**config.mk**
```make
export PLATFORM = sky130hd
export DESIGN_NAME = neokeon_rot_pipe
export DESIGN_NICKNAME = d
export VERILOG_FILES = /design/src/rtl/neokeon_rot_pkg.sv /design/src/rtl/neokeon_rot_stage.sv /design/src/rtl/neokeon_rot_pipe.sv
export SDC_FILE = /design/constraint.sdc
export NUM_CORES = 2
export LEC_CHECK = 0
export BUFFER_PORTS_ARGS = -buffer_cell sky130_fd_sc_hd__buf_2
export CORE_MARGIN = 2
export CORE_UTILIZATION = 50
export CTS_CLUSTER_SIZE = 12
export DETAILED_ROUTE_END_ITERATION = 8
export PLACE_DENSITY_LB_ADDON = 0.15
export RECOVER_POWER = 25
export SLEW_MARGIN = 25
export SYNTH_ARGS = -nofsm -noshare
export SYNTH_HDL_FRONTEND = slang
export SYNTH_SLANG_ARGS = --single-unit
```
**constraint.sdc**
```tcl
create_clock -name inClk -period 68.2 [get_ports inClk]
set_input_delay 17.05 -clock inClk [delete_from_list [all_inputs] [get_ports inClk]]
set_output_delay 17.05 -clock inClk [all_outputs]
set_load 0.005 [all_outputs]
```
**src/rtl/neokeon_rot_pkg.sv**
```systemverilog
// Shared definitions for the Neokeon word-rotation pipeline: default geometry,
// direction encoding and a rotate-by-constant helper for the round logic.
package neokeon_rot_pkg;

    localparam int DEF_WIDTH = 32;
    localparam int DEF_LANES = 4;
    localparam int DEF_SHW   = $clog2(DEF_WIDTH);

    localparam logic ROT_LEFT  = 1'b0;
    localparam logic ROT_RIGHT = 1'b1;

    // A right rotation by n is the left rotation by the two's complement of n.
    function automatic logic [DEF_WIDTH-1:0] rot_word(
        input logic [DEF_WIDTH-1:0] w,
        input logic                 dir,
        input logic [DEF_SHW-1:0]   shift
    );
        logic [2*DEF_WIDTH-1:0] dbl;
        logic [DEF_SHW-1:0]     lsh;
        lsh = (dir == ROT_RIGHT) ? (~shift + 1'b1) : shift;
        dbl = {w, w} << lsh;
        return dbl[2*DEF_WIDTH-1 -: DEF_WIDTH];
    endfunction

endpackage

```
**src/rtl/neokeon_rot_stage.sv**
```systemverilog
// One pipeline stage: conditionally rotates every lane by 2^STAGE and
// registers the result together with the amount/direction for later stages.
module neokeon_rot_stage
    import neokeon_rot_pkg::*;
#(
    parameter int WIDTH = DEF_WIDTH,
    parameter int LANES = DEF_LANES,
    parameter int STAGE = 0,
    localparam int SHW  = $clog2(WIDTH)
) (
    input  logic                   clk,
    input  logic                   rst,
    input  logic                   prev_valid,
    input  logic [LANES*WIDTH-1:0] prev_data,
    input  logic [LANES*SHW-1:0]   prev_amount,
    input  logic [LANES-1:0]       prev_dir,
    input  logic                   next_ready,
    output logic                   valid,
    output logic [LANES*WIDTH-1:0] data,
    output logic [LANES*SHW-1:0]   amount,
    output logic [LANES-1:0]       dir,
    output logic                   ready
);

    localparam int SH = 1 << STAGE;

    logic [LANES*WIDTH-1:0] rot;

    function automatic logic [WIDTH-1:0] rotl(input logic [WIDTH-1:0] w);
        return {w[WIDTH-SH-1:0], w[WIDTH-1:WIDTH-SH]};
    endfunction

    function automatic logic [WIDTH-1:0] rotr(input logic [WIDTH-1:0] w);
        return {w[SH-1:0], w[WIDTH-1:SH]};
    endfunction

    // A stage can take a new beat when empty or when its content moves on.
    assign ready = !valid || next_ready;

    // Per-lane conditional rotation selected by amount bit STAGE.
    always_comb begin
        rot = '0;
        for (int i = 0; i < LANES; i++) begin
            if (!prev_amount[i*SHW + STAGE]) begin
                rot[i*WIDTH +: WIDTH] = prev_data[i*WIDTH +: WIDTH];
            end else if (prev_dir[i] == ROT_RIGHT) begin
                rot[i*WIDTH +: WIDTH] = rotr(prev_data[i*WIDTH +: WIDTH]);
            end else begin
                rot[i*WIDTH +: WIDTH] = rotl(prev_data[i*WIDTH +: WIDTH]);
            end
        end
    end

    // Stage registers; payload only updates for real beats, never for bubbles.
    always_ff @(posedge clk or posedge rst) begin
        if (rst) begin
            valid  <= 1'b0;
            data   <= '0;
            amount <= '0;
            dir    <= '0;
        end else if (ready) begin
            valid <= prev_valid;
            if (prev_valid) begin
                data   <= rot;
                amount <= prev_amount;
                dir    <= prev_dir;
            end
        end
    end

endmodule

```
**src/rtl/neokeon_rot_pipe.sv**
```systemverilog
// Pipelined multi-lane rotator: SHW stages, each rotating by a power of two,
// chained with a combinational ready path so a full pipeline keeps streaming.
module neokeon_rot_pipe
    import neokeon_rot_pkg::*;
#(
    parameter int WIDTH = DEF_WIDTH,
    parameter int LANES = DEF_LANES,
    localparam int SHW  = $clog2(WIDTH)
) (
    input  logic                   inClk,
    input  logic                   inRst,
    input  logic                   inValid,
    output logic                   outputUpReady,
    input  logic [LANES*WIDTH-1:0] inDataWord,
    input  logic [LANES*SHW-1:0]   inAmount,
    input  logic [LANES-1:0]       inDir,
    output logic                   outputValid,
    input  logic                   inDownReady,
    output logic [LANES*WIDTH-1:0] outputData
);

    logic [SHW:0]                  valid_s;
    logic [SHW:0]                  ready_s;
    logic [SHW:0][LANES*WIDTH-1:0] data_s;
    logic [SHW:0][LANES*SHW-1:0]   amount_s;
    logic [SHW:0][LANES-1:0]       dir_s;
    logic                          unused_tail;

    assign valid_s[0]    = inValid;
    assign data_s[0]     = inDataWord;
    assign amount_s[0]   = inAmount;
    assign dir_s[0]      = inDir;
    assign ready_s[SHW]  = inDownReady;
    assign outputUpReady = ready_s[0];
    assign outputValid   = valid_s[SHW];
    assign outputData    = data_s[SHW];

    // The last stage's amount/direction copies have no consumer.
    assign unused_tail = ^{amount_s[SHW], dir_s[SHW]};

    for (genvar k = 0; k < SHW; k++) begin : g_stage
        neokeon_rot_stage #(
            .WIDTH (WIDTH),
            .LANES (LANES),
            .STAGE (k)
        ) u_stage (
            .clk         (inClk),
            .rst         (inRst),
            .prev_valid  (valid_s[k]),
            .prev_data   (data_s[k]),
            .prev_amount (amount_s[k]),
            .prev_dir    (dir_s[k]),
            .next_ready  (ready_s[k+1]),
            .valid       (valid_s[k+1]),
            .data        (data_s[k+1]),
            .amount      (amount_s[k+1]),
            .dir         (dir_s[k+1]),
            .ready       (ready_s[k])
        );
    end

endmodule

```
==> metrics <==
crit share post-route=0.511; maximum VDD drop=0.0212 mV; Crit path required time=51.15 ns; simple-gate share of the synthesized area=0.0512; clk_lat worst skew=0.63 ns; Final Cell Area=41700 um^2; most common flop cell mapped by yosys=dfrtp_1; RSZ-0062 raised after global routing=false; setup TNS=0 ns; CTS resizes=0; Post-Synth Adder-Cell Area=0; Synthesis Warnings=0; worst r2r dst=g_stage[4].u_stage.data[54]$_DFFE_PP0P_; initial antenna violation count=0; detailed placement HPWL=60.2 mm; multi-input logic area=18600 um^2; setup slack at placement=33.20 ns; Routed WL=87.4 mm; CP max-delay cell=and4b_1; Post-Syn Instances=3622; placed inst area=39100 um^2; Crit path buffers/inverters=2; DRT antenna net count=0; Worst EP arrival=17.81 ns; syn avg cell area=10.6 um^2; #FFs+latches synth=697; crit path from=inDownReady; worst r2r path cells=4; mux cell area share after synthesis=0.332; Setup Skew=0.0263 ns; vias in the first global route=24000; total grt overflow=0; area grow syn2layout=8.36%; htree depth=3; Core Area=76100 um^2; LEAKAGE=18.0 nW; Die Area=79100 um^2; Mapped Nets=3778; via count=25800; Hold Path Origin=g_stage[1].u_stage.dir[3]$_DFFE_PP0P_; DRC Markers=0; max-cap check violation count=9; most frequent cell after synthesis=a21oi_1; power per cell area=42.5 nW/um^2; register area=17500 um^2; CP endpoint kind=primary output; layout cells sized above 1=0.255; crit path cell chain=buf_2 -> and4b_1 -> nand3_1 -> buf_2; min cycle time layout=34.86 ns; Synth Area in Compound Gates=0.101; Initial Utilization=0.505; FP Rows=101; final hold violation count=0; WHS=0.485 ns; non-filler instance count after layout=4697; Worst path max stage delay=0.37 ns; count of cell types in the netlist=23; Clock Tree Root=clkbuf_16; synthesized area=38400 um^2; hold buffer count at CTS=0; XOR/XNOR Fraction of Synth Area=0; total track usage=0.219; Worst-Margin Slew=4.95 ns; Post-synth top cells=a21oi_1, dfrtp_1, mux2i_1; Critical Path Sink=outputUpReady; Max FO, Critical Path=6; post-CTS setup buffers=0; CP delay by family, top=simple AND/OR/NAND/NOR gates; io pins=286; Starting DRT DRC Count=1732; port bufs=285; CTS max path bufs=3; Yosys top cell by area=dfrtp_1; Reg2Reg Launch Point=g_stage[4].u_stage.valid$_DFFE_PP0P_; instance count on the critical path=4; nets@finish=3758; Worst setup SP type=input pin; largest family of logic cells by synthesized area=multiplexers; Slew Limit Fails=490; GPL Wtd Cong=0.778; post-synthesis sequential area ratio=0.454; critical path class=in -> out; failing checks=capacitance limit, slew limit; Chip Height=281 um; outcome=finished with violations; TritonCTS Sinks=697; top post-synthesis cells by area=dfrtp_1, mux2i_1, mux2_2; Initial DRT Pass Iterations=5; detailed-route vias per instance=5.50; Avg WL per Cell=18.6 um; filler cell count=6819; TritonCTS clock tree=yes; n_diodes=0; Slew headroom=-2.32; FMAX=28.7 MHz; Post-synth EDFFs=0; Worst path most repeated cell=buf_2; largest net degree at the start of global routing=157; CTS Buf Count=79; Finish-stage setup viols=0; Synth async-reset ratio=1.00; final worst slack=33.34 ns; reg2reg setup slack=62.27 ns; CTS clock-pin slew for the worst setup and hold paths=0.06 ns; die width=281 um; global-route wire length before repair=138 mm; DP Cell Count=4550; HP Class=reg -> reg; share of the synthesized area in the top cell type=0.454
-- worst min path at each step --
stage,endpoint,slack (ns),depth (start not counted)
finish,g_stage[1].u_stage.dir[3]$_DFFE_PP0P_,0.48,1
detailed placement,g_stage[1].u_stage.dir[3]$_DFFE_PP0P_,0.48,1
floorplan,g_stage[1].u_stage.amount[19]$_DFFE_PP0P_,0.45,1
global route,g_stage[1].u_stage.amount[2]$_DFFE_PP0P_,0.51,1
CTS,g_stage[1].u_stage.dir[3]$_DFFE_PP0P_,0.49,1
global placement,g_stage[1].u_stage.dir[3]$_DFFE_PP0P_,0.47,1
-- per-stage QoR --
step | utilization | power, mW
after global placement | 0.515 | 1.35
after detailed placement | 0.515 | 1.37
final | 0.548 | 1.77
after floorplan | - | 1.22
after CTS | 0.548 | 1.79
after global routing | 0.548 | 1.89
-- report_power, final --
part,switching [mW],internal [mW]
registers,0.177,0.572
logic,0.294,0.314
clock network,0.174,0.240
total,0.645,1.13
-- state kept, by name (all words and copies together), names as in the netlist --
signal	count
g_stage.u_stage.amount	40
g_stage.u_stage.data	640
g_stage.u_stage.dir	12
g_stage.u_stage.valid	5
-- routing by layer --
| layer | track usage | share of wire | up-vias |
|---|---|---|---|
| met5 | 0 | 0 | - |
| met4 | 0.0638 | 0.023 | 0 |
| met3 | 0.0329 | 0.036 | 101 |
| met2 | 0.323 | 0.44 | 381 |
| li1 | - | - | 12700 |
| met1 | 0.332 | 0.50 | 12600 |
-- area by class of cell --
type | instances | area share
inverter | 3 | 0.000300
multi-input combinational | 2497 | 0.447
clock buffer | 120 | 0.0557
timing repair buffer | 324 | 0.0417
clock inverter | 26 | 0.00538
sequential | 697 | 0.419
tap | 1030 | 0.0309
-- placed cells by master (no fill, tap or decap), drive strengths merged, types with 2 or more instances in the layout --
cell | netlist | final
a21oi | 768 | 768
dfrtp | 697 | 697
mux2i | 640 | 640
mux2 | 564 | 564
nor2 | 512 | 512
buf | 258 | 319
clkbuf | 167 | 125
clkinv | 0 | 20
inv | 3 | 5
clkinvlp | 0 | 3
nand2b | 2 | 2
nand2 | 2 | 2
-- kinds of logic (layout without fill, tap and decap cells) --
family / after synthesis / in the layout
muxes: 1204 / 1204
AOI/OAI and AO/OA: 773 / 773
DFF: 697 / 697
and+or+nand+nor: 520 / 520
buffers and inverters: 428 / 473
No activity file was read; power rests on OpenSTA's default activity.
